<file path="src/rtl/basketball_pkg.sv">
// Shared state codes, screen limits and pixel type for the shot simulator.
// Used by the session controller, kinematic and VGA blocks.
package basketball_pkg;

   localparam logic [2:0] ST_IDLE   = 3'd0;
   localparam logic [2:0] ST_AIM    = 3'd1;
   localparam logic [2:0] ST_FLIGHT = 3'd2;
   localparam logic [2:0] ST_RESULT = 3'd3;
   localparam logic [2:0] ST_OVER   = 3'd4;

   localparam int SCREEN_W_DEF = 640;
   localparam int FLOOR_Y_DEF  = 470;

   typedef logic [9:0] pix_t;

endpackage

</file>
<file path="src/rtl/tick_gen.sv">
// Prescaler producing a one-cycle tick every CLK_HZ clocks.
// Holding restart keeps the count at zero so a full period follows release.
module tick_gen #(
   parameter int CLK_HZ = 100_000_000
) (
   input  logic clk,
   input  logic rst,
   input  logic restart,
   output logic tick
);

   localparam int W = (CLK_HZ > 1) ? $clog2(CLK_HZ) : 1;
   localparam logic [W-1:0] TERM = W'(CLK_HZ - 1);

   logic [W-1:0] r_cnt;
   logic         w_term;

   assign w_term = (r_cnt == TERM);
   assign tick   = w_term & ~restart;

   always_ff @(posedge clk) begin
      if (rst || restart || w_term) begin
         r_cnt <= '0;
      end else begin
         r_cnt <= r_cnt + 1'b1;
      end
   end

endmodule

</file>
<file path="src/rtl/shot_session_ctrl.sv">
// Game-session sequencer: aim under a shot clock, launch, judge the flight
// against the hoop window and count makes/attempts until the game ends.
module shot_session_ctrl
   import basketball_pkg::*;
#(
   parameter int CLK_HZ            = 100_000_000,
   parameter int SHOT_CLOCK_S      = 24,
   parameter int MAX_SHOTS         = 10,
   parameter int HOOP_X            = 560,
   parameter int HOOP_Y            = 120,
   parameter int HOOP_HALF_W       = 16,
   parameter int SCREEN_W          = SCREEN_W_DEF,
   parameter int FLOOR_Y           = FLOOR_Y_DEF,
   parameter int MAX_FLIGHT_FRAMES = 255,
   parameter int RESULT_FRAMES     = 60
) (
   input  logic       CLK100MHZ,
   input  logic       rst,
   input  logic       btn_shoot,
   input  logic       frame_tick,
   input  logic [9:0] ball_x,
   input  logic [9:0] ball_y,
   output logic       launch,
   output logic       kin_rst,
   output logic [2:0] state,
   output logic [7:0] score,
   output logic [7:0] attempts,
   output logic [4:0] shot_clock,
   output logic       made_flag,
   output logic       game_over
);

   localparam logic [4:0]         SC_RELOAD = 5'(SHOT_CLOCK_S);
   localparam logic [7:0]         MAX_ATT   = 8'(MAX_SHOTS);
   localparam logic [8:0]         FLIGHT_TO = 9'(MAX_FLIGHT_FRAMES);
   localparam logic [8:0]         RES_DONE  = 9'(RESULT_FRAMES);
   localparam logic [9:0]         RIM_Y     = 10'(HOOP_Y);
   localparam logic [9:0]         FLOOR_P   = 10'(FLOOR_Y);
   localparam logic [9:0]         X_LIM     = 10'(SCREEN_W - 1);
   localparam logic signed [10:0] HOOP_X_S  = 11'(HOOP_X);
   localparam logic signed [10:0] HALF_W_S  = 11'(HOOP_HALF_W);

   logic r_meta, r_sync, r_sync_d, r_rise;

   logic [2:0] r_state;
   logic [7:0] r_score, r_attempts;
   logic [4:0] r_shot_clock;
   logic       r_made, r_launch, r_kin_rst, r_game_over;
   pix_t       r_prev_y;
   logic [7:0] r_flight_cnt, r_res_cnt;

   logic [2:0] w_state;
   logic [7:0] w_score, w_attempts;
   logic [4:0] w_shot_clock;
   logic       w_made, w_launch;
   logic [7:0] w_flight_cnt, w_res_cnt;

   logic                w_tick, w_restart;
   logic signed [10:0]  w_dx, w_adx;
   logic                w_make, w_miss;
   logic [8:0]          w_flight_inc, w_res_inc;

   // Extra registered stage on the edge pulse gives a fixed 4-edge launch latency
   always_ff @(posedge CLK100MHZ) begin
      if (rst) begin
         r_meta   <= 1'b0;
         r_sync   <= 1'b0;
         r_sync_d <= 1'b0;
         r_rise   <= 1'b0;
      end else begin
         r_meta   <= btn_shoot;
         r_sync   <= r_meta;
         r_sync_d <= r_sync;
         r_rise   <= r_sync & ~r_sync_d;
      end
   end

   assign w_restart = (r_state != ST_AIM);

   tick_gen #(
      .CLK_HZ(CLK_HZ)
   ) u_tick (
      .clk    (CLK100MHZ),
      .rst    (rst),
      .restart(w_restart),
      .tick   (w_tick)
   );

   assign w_dx         = $signed({1'b0, ball_x}) - HOOP_X_S;
   assign w_adx        = w_dx[10] ? -w_dx : w_dx;
   assign w_make       = (r_prev_y < RIM_Y) && (ball_y >= RIM_Y)
                         && (w_adx <= HALF_W_S);
   assign w_flight_inc = {1'b0, r_flight_cnt} + 9'd1;
   assign w_res_inc    = {1'b0, r_res_cnt} + 9'd1;
   assign w_miss       = (ball_y >= FLOOR_P) || (ball_x >= X_LIM)
                         || (w_flight_inc == FLIGHT_TO);

   always_comb begin
      w_state      = r_state;
      w_score      = r_score;
      w_attempts   = r_attempts;
      w_shot_clock = r_shot_clock;
      w_made       = r_made;
      w_launch     = 1'b0;
      w_flight_cnt = r_flight_cnt;
      w_res_cnt    = r_res_cnt;
      case (r_state)
         ST_IDLE: begin
            w_score      = '0;
            w_attempts   = '0;
            w_shot_clock = '0;
            w_made       = 1'b0;
            if (r_rise) begin
               w_state      = ST_AIM;
               w_shot_clock = SC_RELOAD;
            end
         end
         ST_AIM: begin
            if (r_rise) begin
               w_state      = ST_FLIGHT;
               w_launch     = 1'b1;
               w_attempts   = r_attempts + 8'd1;
               w_flight_cnt = '0;
            end else if (w_tick) begin
               if (r_shot_clock <= 5'd1) begin
                  w_shot_clock = '0;
                  w_state      = ST_RESULT;
                  w_attempts   = r_attempts + 8'd1;
                  w_made       = 1'b0;
                  w_res_cnt    = '0;
               end else begin
                  w_shot_clock = r_shot_clock - 5'd1;
               end
            end
         end
         ST_FLIGHT: begin
            if (frame_tick) begin
               w_flight_cnt = w_flight_inc[7:0];
               if (w_make) begin
                  w_score   = r_score + 8'd1;
                  w_made    = 1'b1;
                  w_state   = ST_RESULT;
                  w_res_cnt = '0;
               end else if (w_miss) begin
                  w_made    = 1'b0;
                  w_state   = ST_RESULT;
                  w_res_cnt = '0;
               end
            end
         end
         ST_RESULT: begin
            if (frame_tick) begin
               w_res_cnt = w_res_inc[7:0];
               if (w_res_inc >= RES_DONE) begin
                  w_res_cnt = '0;
                  if (r_attempts >= MAX_ATT) begin
                     w_state = ST_OVER;
                  end else begin
                     w_state      = ST_AIM;
                     w_shot_clock = SC_RELOAD;
                  end
               end
            end
         end
         ST_OVER: begin
            if (r_rise) begin
               w_state      = ST_AIM;
               w_score      = '0;
               w_attempts   = '0;
               w_made       = 1'b0;
               w_shot_clock = SC_RELOAD;
            end
         end
         default: begin
            w_state      = ST_IDLE;
            w_score      = '0;
            w_attempts   = '0;
            w_shot_clock = '0;
            w_made       = 1'b0;
         end
      endcase
   end

   always_ff @(posedge CLK100MHZ) begin
      if (rst) begin
         r_state      <= ST_IDLE;
         r_score      <= '0;
         r_attempts   <= '0;
         r_shot_clock <= '0;
         r_made       <= 1'b0;
         r_launch     <= 1'b0;
         r_kin_rst    <= 1'b1;
         r_game_over  <= 1'b0;
         r_prev_y     <= '0;
         r_flight_cnt <= '0;
         r_res_cnt    <= '0;
      end else begin
         r_state      <= w_state;
         r_score      <= w_score;
         r_attempts   <= w_attempts;
         r_shot_clock <= w_shot_clock;
         r_made       <= w_made;
         r_launch     <= w_launch;
         r_kin_rst    <= (w_state != ST_AIM) && (w_state != ST_FLIGHT);
         r_game_over  <= (w_state == ST_OVER);
         r_flight_cnt <= w_flight_cnt;
         r_res_cnt    <= w_res_cnt;
         if (frame_tick) begin
            r_prev_y <= ball_y;
         end
      end
   end

   assign launch     = r_launch;
   assign kin_rst    = r_kin_rst;
   assign state      = r_state;
   assign score      = r_score;
   assign attempts   = r_attempts;
   assign shot_clock = r_shot_clock;
   assign made_flag  = r_made;
   assign game_over  = r_game_over;

endmodule

</file>
<file path="config.mk">
export PLATFORM = sky130hd
export DESIGN_NAME = shot_session_ctrl
export DESIGN_NICKNAME = d
export VERILOG_FILES = /design/src/rtl/basketball_pkg.sv /design/src/rtl/tick_gen.sv /design/src/rtl/shot_session_ctrl.sv
export SDC_FILE = /design/constraint.sdc
export NUM_CORES = 1
export LEC_CHECK = 0
export CAP_MARGIN = 20
export CORE_AREA = 2 2 114 94
export DETAILED_ROUTE_END_ITERATION = 10
export DIE_AREA = 0 0 116 96
export HOLD_SLACK_MARGIN = 0.08
export PLACE_DENSITY = 0.68
export SYNTH_ARGS = -nofsm -noshare
export SYNTH_HDL_FRONTEND = slang
export SYNTH_SLANG_ARGS = --single-unit
</file>
<file path="constraint.sdc">
create_clock -name CLK100MHZ -period 2.2 [get_ports CLK100MHZ]
set_input_delay 0.44 -clock CLK100MHZ [delete_from_list [all_inputs] [get_ports CLK100MHZ]]
set_output_delay 0.44 -clock CLK100MHZ [all_outputs]
set_load 0.1 [all_outputs]
</file>
== Word level (Yosys, flattened, before mapping) ==
Cells that the tools add are included.

* Input bits: 24
* Bits in registers: 85
* Word-level logic and storage cells: 133
* Output and inout port bits: 28

* Reductions and logical operators: 20
* Add/subtract/negate cells: 8
* Bitwise gates (word level): 9
* Eq/ne operators: 23
* Muxes and demuxes: 49
* $lt $le $gt $ge: 8

{| class="wikitable"
|+ Operator list
! cell !! count
|-
| $mux W8 || 15
|-
| $pmux W8 S3 || 3
|-
| $mux W5 || 8
|-
| $mux W3 || 10
|-
| $add A27 B1 Y27 const B || 1
|-
| $eq A27 B27 Y1 const B || 1
|-
| $pmux W5 S5 || 1
|-
| $reduce_and A7 Y1 || 3
|-
| $add A8 B1 Y9 const B || 2
|-
| $ne A2 B2 Y1 const B || 9
|-
| $add A8 B1 Y8 const B || 2
|-
| $pmux W8 S2 || 1
|-
| $pmux W3 S4 || 1
|-
| $le A11 B6 Y1 const B || 1
|-
| $mux W11 || 1
|-
| $neg A11 Y11 || 1
|-
| $sub A10 B10 Y11 const B || 1
|-
| $ge A10 B10 Y1 const B || 1
|-
| $ge A10 B7 Y1 const B || 1
|-
| $ge A10 B9 Y1 const B || 1
|-
| $lt A10 B7 Y1 const B || 1
|-
| $eq A9 B8 Y1 const B || 1
|-
| $ge A9 B6 Y1 const B || 1
|-
| $ge A8 B4 Y1 const B || 1
|-
| 21 further kinds || 49
|}

== Depth between registers and ports, before layout ==
Gate-level depths: netlist of run 1.

* Depth in word-level cells: 10
* Mapped depth: 9
* Mapped depth without buffers: 9

== Cells and area by module ==
Synthesis of run 1 repeated with hierarchy kept, for this count alone.

* Cells, all modules: 528
* Area, all modules: 4429.2 um^2

{| class="wikitable"
|+ Modules (own cells, without submodules)
! module !! cells each !! area each (um^2) !! times used
|-
| shot_session_ctrl || 370 || 3056.7 || 1
|-
| tick_gen || 158 || 1372.6 || 1
|}

== Worst setup path before layout of run 1 ==
No wires, ideal clock.

* Path kind: flip-flop to flip-flop
* Start: register r_state[1], in the netlist state[1]
* End: register r_flight_cnt[3]
* Path buffers: 1
* Slack: -0.411 ns
* Cell stages (with the launch flop): 6
* Data arrival time: 2.541 ns
* Path through: dfxtp_1 -> nand2_1 -> or3_1 -> clkbuf_1 -> or4b_2 -> a21oi_1

* Word-level cells in the longest chain between the ends: 3

{| class="wikitable"
|+ RTL lines
! what !! line !! RTL
|-
| start: declaration || shot_session_ctrl.sv:45 || <nowiki>logic [2:0] r_state;</nowiki>
|-
| start signal: assignment || shot_session_ctrl.sv:198 || <nowiki>r_state <= w_state;</nowiki>
|-
| $eq A3 B1 Y1 / $eq A3 B2 Y1 (equally long branches) || shot_session_ctrl.sv:107 || <nowiki>case (r_state)</nowiki>
|-
| $ne A2 B2 Y1 (no source line) / $reduce_bool A2 Y1 (equally long branches) || - ||
|-
| $reduce_and A3 Y1 (no source line) || - ||
|-
| end signal: assignment || shot_session_ctrl.sv:206 || <nowiki>r_flight_cnt <= w_flight_cnt;</nowiki>
|-
| end: declaration || shot_session_ctrl.sv:50 || <nowiki>logic [7:0] r_flight_cnt, r_res_cnt;</nowiki>
|}

Several ways; a longest one is shown, not always the timed one.
A chain may end at the register's enable or synchronous reset.

== Worst setup path after layout of run 1 ==
* Start: register u_tick.r_cnt[19]
* End: register r_kin_rst, in the netlist kin_rst

* Word-level cells in the longest chain between the ends: 7

{| class="wikitable"
|+ RTL lines
! what !! line !! RTL
|-
| start: declaration || tick_gen.sv:15 || <nowiki>logic [W-1:0] r_cnt;</nowiki>
|-
| start signal: assignment || tick_gen.sv:25 || <nowiki>r_cnt <= r_cnt + 1'b1;</nowiki>
|-
| $eq A27 B27 Y1 * || tick_gen.sv:18 || <nowiki>assign w_term = (r_cnt == TERM);</nowiki>
|-
| $and A1 B1 Y1 * || tick_gen.sv:19 || <nowiki>assign tick = w_term & ~restart;</nowiki>
|-
| $mux W3 * || shot_session_ctrl.sv:124 || <nowiki>end else if (w_tick) begin</nowiki>
|-
| $mux W3 * || shot_session_ctrl.sv:119 || <nowiki>if (r_rise) begin</nowiki>
|-
| $pmux W3 S4 * || shot_session_ctrl.sv:107 ||
|-
| $ne A3 B1 Y1 / $ne A3 B2 Y1 (equally long branches) || shot_session_ctrl.sv:204 || <nowiki>r_kin_rst <= (w_state != ST_AIM) && (w_state != ST_FLIGHT);</nowiki>
|-
| $logic_and A1 B1 Y1 * || shot_session_ctrl.sv:204 ||
|-
| end signal: assignment || shot_session_ctrl.sv:204 ||
|-
| end: declaration || shot_session_ctrl.sv:48 || <nowiki>logic r_made, r_launch, r_kin_rst, r_game_over;</nowiki>
|}

Mark *: on every way between the ends. The rest lies on a longest branch, timed or not.

==> results.py, run 1 <==
metrics = {
    "clock_network": {
        "htreeDepth": 3,
        "holdBufCountCts": 0,
        "clkTransAtPathRegs_ns": 0.06,
        "cts.sinks": 82,
        "clk_latency_ns": 0.34,
        "cts_root_buffer": "clkbuf_16",
        "tritoncts": "yes",
        "clockBufferDepth": 2,
        "numCtsBuffers": 9,
    },
    "synthesis": {
        "netlist_instances": 528,
        "ys_types": 66,
        "ys_warn_count": 0,
        "synth_edf_count": 0,
        "syn-cell-area_sq_mm": 0.00437,
        "syn_nets": 564,
        "ys_seq_area_share_pct": 37.6,
        "synthArstFlopShare_pct": 0,
        "synth-seq-cells": 82,
        "postSynthAreaPerCell_sq_um": 8.28,
        "ys.flop_type": "dfxtp_1",
    },
    "routing": {
        "vias": 4127,
        "drt_wl_total_mm": 10.6,
        "wl_per_cell_um": 13.8,
        "drt_pre_antenna_iters": 5,
        "ant_nets": 0,
        "drt-vias-per-instance": 5.35,
        "drc": 0,
        "initialDrtViolationCount": 241,
    },
    "power_and_ir_drop": {
        "peakVddDrop_uv": 299,
        "p_total_uw": 3130,
        "leakage_uw": 0.00238,
        "powerDensity_mw_per_mm2": 539,
    },
    "floorplan": {
        "placementRows": 33,
        "io_pins": 52,
        "die_w_um": 116,
        "core_sq_mm": 0.00999,
        "dieArea_sq_mm": 0.0111,
        "die_y_um": 96,
        "start_util_pct": 43.8,
    },
    "worst_hold_path": {
        "hp-class": "reg2reg",
        "min-delay-start": "r_sync_d$_SDFF_PP0_",
        "whs_endpoint": "r_rise$_SDFF_PP0_",
        "whs_path_depth": 1,
    },
    "worst_setup_path": {
        "cp-start-kind": "flip-flop",
        "r2r_end": "kin_rst$_SDFF_PP1_",
        "crit_type": "reg2reg",
        "arrival_ns": 2.51,
        "cp_max_fo": 5,
        "worst-r2r-cell-count": 9,
        "r2r_slack_ns": -0.10,
        "crit_path_end_kind": "flip-flop",
        "required_ns": 2.40,
        "r2r_start": "u_tick.r_cnt[19]$_SDFF_PP0_",
    },
    "place": {
        "place_hpwl_mm": 7.86,
        "io_buffers": 50,
        "gp_congestion": 0.864,
    },
    "cells_and_area": {
        "drive_gt1_share_pct": 25.2,
        "areaGrowthSynthToFinish_pct": 32.8,
        "num_antenna_cells": 0,
        "fill_cells": 909,
        "nets": 663,
        "multiInputGateArea_sq_mm": 0.00275,
        "fin_util_pct": 58.1,
        "ff_latch_area_sq_mm": 0.00165,
    },
    "timing": {
        "tightestPinTransition_ns": 0.904,
        "maxSlewViolCount": 0,
        "max_slew_margin_pct": 39.1,
        "finalHoldViolCount": 0,
        "clock_skew_ns": 0.00815,
        "rsz0062_at_grt": "true",
        "fmax_mhz": 434,
        "setup_viol_count_final": 12,
        "fin_crit_ns": 2.30,
        "finalCritPeriodShare_pct": 105,
        "setup_ws_ns": -0.105,
    },
    "grt": {
        "track_usage_pct": 19.9,
        "grt_pass1_vias": 3708,
        "grt_pass1_wl_mm": 17.6,
        "antenna_found_initial": 0,
        "gr-total-overflow": 0,
        "grt_max_degree": 28,
    },
    "status": {
        "status": "finished with violations",
        "violations": "negative setup slack",
    },
    "flow_run": {
        "maxCapViolations": 0,
    },
}
[metal layers]
metal / track usage (%) / vias to the layer above / part of all wire (%)
met4: 5.75 / 0 / 1.2
met5: 0 / - / 0
met3: 4.16 / 13 / 3.7
met1: 28.1 / 1944 / 49
met2: 30.8 / 70 / 46
li1: - / 2100 / -
[sequential cells by signal (all words and copies together) (netlist names), 3 cells and up]
name,cells
attempts,8
r_prev_y,7
u_tick.r_cnt,27
r_res_cnt,8
score,8
shot_clock,5
state,3
r_flight_cnt,8
[synth_stat cells, drive strengths merged, types with 7 or more instances]
library cell / instances / area, sq um
and3: 19 / 120
mux2i: 13 / 130
o21ai: 23 / 119
nor3: 14 / 70.1
and4: 8 / 70.1
nor2: 92 / 345
or3: 7 / 50.1
ha: 12 / 150
xor2: 24 / 210
nand3: 22 / 110
clkbuf: 15 / 56.3
a21oi: 30 / 154
inv: 10 / 37.5
nand2: 34 / 130
xnor2: 10 / 87.6
dfxtp: 82 / 1640
buf: 7 / 41.3
nor2b: 8 / 50.1
nand4: 14 / 87.6
[area by class of cell]
cell class / instances / area share [%]
clock buffer: 12 / 4.25
clock inverter: 4 / 0.474
timing repair buffer: 110 / 15.8
tap: 140 / 3.02
sequential: 82 / 28.5
inverter: 10 / 0.647
multi-input combinational: 414 / 47.3
[power breakdown]
part	internal [uW]	leakage, uW	switching [uW]
clock	793	0.000125	569
sequential	1500	0.000667	8.52
combinational	121	0.00159	136
total	2410	0.00238	714
[worst max path at each step]
stage                                      startpoint                   endpoint  cells past startpoint
after floorplan            u_tick.r_cnt[9]$_SDFF_PP0_   attempts[4]$_SDFFE_PP0P_                      8
after global placement                      ball_x[4]  r_res_cnt[2]$_SDFFE_PP0P_                     10
after detailed placement                    ball_x[4]  r_res_cnt[2]$_SDFFE_PP0P_                     10
after CTS                 u_tick.r_cnt[19]$_SDFF_PP0_   attempts[5]$_SDFFE_PP0P_                      8
after global routing      u_tick.r_cnt[19]$_SDFF_PP0_         kin_rst$_SDFF_PP1_                      9
final                     u_tick.r_cnt[19]$_SDFF_PP0_         kin_rst$_SDFF_PP1_                      9
[critical path, stage by stage (launching register included)]
cell	delay [ns]
dfxtp_2	0.32
or4b_4	0.52
or3_4	0.40
nor4_4	0.15
buf_6	0.16
buf_4	0.11
a211o_2	0.12
o211ai_1	0.10
nor2_1	0.18
mux2i_1	0.11
[stage by stage]
step	std cells	area (sq um)	setup TNS, ns	hold WS (ns)	setup WS, ns
5_1_grt	772	5800	-2.93	0.411	-0.214
6_report	772	5800	-0.477	0.385	-0.105
2_1_floorplan	528	4420	-0.176	0.367	-0.0486
3_3_place_gp	753	5380	-11.67	0.375	-0.650
3_5_place_dp	753	5380	-13.71	0.372	-0.765
4_1_cts	770	5670	-0.765	0.389	-0.0804
[kinds of logic after synthesis]
kind of cell	count (synthesis)	synth area share [%]
simple gates	252	30.3
compound gates	103	15.9
flops	82	37.5
xor+xnor	34	6.81
buf+inv	32	3.09
mux	13	2.98
fa+ha+maj	12	3.43
[what timing repair did]
action                     4_1_cts  5_1_grt
pin swaps                       14        7
buffers inserted                 1        1
cloned                           0        1
resized for setup               17       30
setup endpoints to repair       33       36
[placed cells by master, fill, tap and decap left out, types with 11 or more instances in the layout]
| cell | Yosys | final |
|---|---|---|
| a21oi_1 | 29 | 28 |
| and3_1 | 18 | 18 |
| buf_4 | 1 | 84 |
| clkdlybuf4s50_1 | 0 | 13 |
| dfxtp_1 | 82 | 74 |
| mux2i_1 | 13 | 13 |
| nand2_1 | 33 | 30 |
| nand3_1 | 22 | 21 |
| nand4_1 | 14 | 14 |
| nor2_1 | 92 | 91 |
| nor3_1 | 14 | 11 |
| o21ai_0 | 22 | 13 |
| xor2_1 | 24 | 24 |
No activity file was read; power rests on OpenSTA's default activity.
==> run 2: changes to the inputs <==
SLEW_MARGIN = 0   (was default)
clock period = 1.9 ns   (was 2.2 ns; I/O delays follow)
==> results.py, run 2 (synthesis results as in run 1) <==
metrics = {
    "grt": {
        "track_usage_pct": 22.0,
        "grt_max_degree": 27,
        "grt_pass1_wl_mm": 19.5,
        "grt_pass1_vias": 4247,
        "antenna_found_initial": 0,
        "gr-total-overflow": 0,
    },
    "worst_setup_path": {
        "crit_type": "reg2reg",
        "r2r_slack_ns": -0.39,
        "r2r_start": "u_tick.r_cnt[9]$_SDFF_PP0_",
        "cp_max_fo": 5,
        "r2r_end": "kin_rst$_SDFF_PP1_",
        "worst-r2r-cell-count": 9,
        "crit_path_end_kind": "flip-flop",
        "cp-start-kind": "flip-flop",
        "arrival_ns": 2.56,
        "required_ns": 2.17,
    },
    "floorplan": {
        "dieArea_sq_mm": 0.0111,
        "die_y_um": 96,
        "core_sq_mm": 0.00999,
        "start_util_pct": 43.8,
        "placementRows": 33,
        "die_w_um": 116,
        "io_pins": 52,
    },
    "routing": {
        "vias": 4449,
        "initialDrtViolationCount": 331,
        "drc": 0,
        "drt_pre_antenna_iters": 4,
        "wl_per_cell_um": 14.9,
        "ant_nets": 0,
        "drt-vias-per-instance": 5.38,
        "drt_wl_total_mm": 12.4,
    },
    "timing": {
        "finalCritPeriodShare_pct": 121,
        "fin_crit_ns": 2.29,
        "max_slew_margin_pct": 64.7,
        "maxSlewViolCount": 0,
        "tightestPinTransition_ns": 0.524,
        "fmax_mhz": 436,
        "setup_viol_count_final": 59,
        "rsz0062_at_grt": "true",
        "finalHoldViolCount": 0,
        "setup_ws_ns": -0.395,
        "clock_skew_ns": 0.00651,
    },
    "cells_and_area": {
        "fin_util_pct": 68.2,
        "layout_common_cells": "buf_4, nor2_1, dfxtp_1",
        "areaGrowthSynthToFinish_pct": 55.8,
        "fin_area_sq_mm": 0.00681,
        "top_register": "u_tick.r_cnt",
        "largest_register_ffs": 27,
        "drive_gt1_share_pct": 36.7,
        "mostFrequentLayoutCell": "buf_4",
        "nets": 718,
        "num_antenna_cells": 0,
    },
    "power_and_ir_drop": {
        "p_seq_share_pct": 45.6,
        "powerDensity_mw_per_mm2": 561,
        "peakVddDrop_uv": 384,
        "internal_power_uw": 2980,
        "power_frac_comb_pct": 8.8,
        "p_sw_uw": 837,
        "leakage_uw": 0.00280,
        "pwr-share-clk_pct": 45.6,
        "p_sw_share_pct": 21.9,
    },
    "place": {
        "io_buffers": 50,
        "place_hpwl_mm": 8.65,
        "gp_congestion": 0.871,
        "place_area_sq_mm": 0.00611,
    },
    "flow_run": {
        "maxCapViolations": 0,
    },
    "worst_hold_path": {
        "whs_endpoint": "r_rise$_SDFF_PP0_",
        "min-delay-start": "r_sync_d$_SDFF_PP0_",
        "hp-class": "reg2reg",
        "whs_path_depth": 1,
    },
    "clock_network": {
        "clkTransAtPathRegs_ns": 0.06,
        "cts_root_buffer": "clkbuf_16",
        "numCtsBuffers": 9,
        "htreeDepth": 3,
        "clk_latency_ns": 0.34,
        "clockBufferDepth": 2,
        "tritoncts": "yes",
        "cts.sinks": 82,
    },
    "status": {
        "violations": "negative setup slack",
        "status": "finished with violations",
    },
}
[run 2: critical path: stages (launching register included)]
cell	delay, ns
dfxtp_2	0.32
or4b_1	0.52
or3_4	0.43
nor4_4	0.16
buf_6	0.17
buf_6	0.11
a211o_4	0.11
o211ai_1	0.10
and3_1	0.19
mux2i_1	0.12
[run 2: worst max-delay path by stage]
stage | to | slack [ns] | from
final | kin_rst$_SDFF_PP1_ | -0.39 | u_tick.r_cnt[9]$_SDFF_PP0_
after CTS | shot_clock[0]$_SDFFE_PP0P_ | -0.39 | u_tick.r_cnt[9]$_SDFF_PP0_
after floorplan | attempts[4]$_SDFFE_PP0P_ | -0.35 | u_tick.r_cnt[9]$_SDFF_PP0_
after detailed placement | score[7]$_SDFFE_PP0P_ | -0.89 | ball_x[5]
after global placement | score[2]$_SDFFE_PP0P_ | -0.74 | ball_x[4]
after global routing | r_res_cnt[3]$_SDFFE_PP0P_ | -0.49 | u_tick.r_cnt[9]$_SDFF_PP0_
[run 2: power groups by stage]
stage	registers, uW	logic, uW	clock network [uW]
finish	1740	337	1740
global route	1740	359	1850
CTS	1740	317	1770
detailed placement	1780	300	0
global placement	1780	291	0
floorplan	1800	134	0
[run 2: final cells by class]
type | count | area [sq um]
Sequential cell | 82 | 1660
Inverter | 10 | 37.5
Fill cell | 801 | 3180
Clock inverter | 2 | 35.0
Multi-Input combinational cell | 414 | 2980
Tap cell | 140 | 175
Timing Repair Buffer | 165 | 1650
Clock buffer | 14 | 264
[run 2: layer usage]
metal / vias up / track usage [%] / routed length (um)
met5: - / 0 / 0
met4: 0 / 6.45 / 170
met3: 16 / 4.16 / 493
met2: 112 / 39.0 / 6290
met1: 2115 / 27.4 / 5410
li1: 2206 / - / -
[run 2: repair_timing]
item	in CTS	in global routing
setup endpoints to repair	62	63
pin swaps	20	30
cloned	2	0
resized for setup	60	55
hold buffers	0	0
buffers inserted	4	4
[run 2: through the flow]
step / power [uW] / setup TNS (ns) / setup slack [ns] / std cells / hold slack (ns)
after floorplan: 1930 / -10.86 / -0.348 / 528 / 0.367
after CTS: 3830 / -12.82 / -0.387 / 825 / 0.399
after global routing: 3950 / -19.06 / -0.492 / 827 / 0.412
after detailed placement: 2080 / -24.22 / -0.888 / 804 / 0.384
final: 3820 / -14.33 / -0.395 / 827 / 0.391
after global placement: 2070 / -20.87 / -0.737 / 804 / 0.378
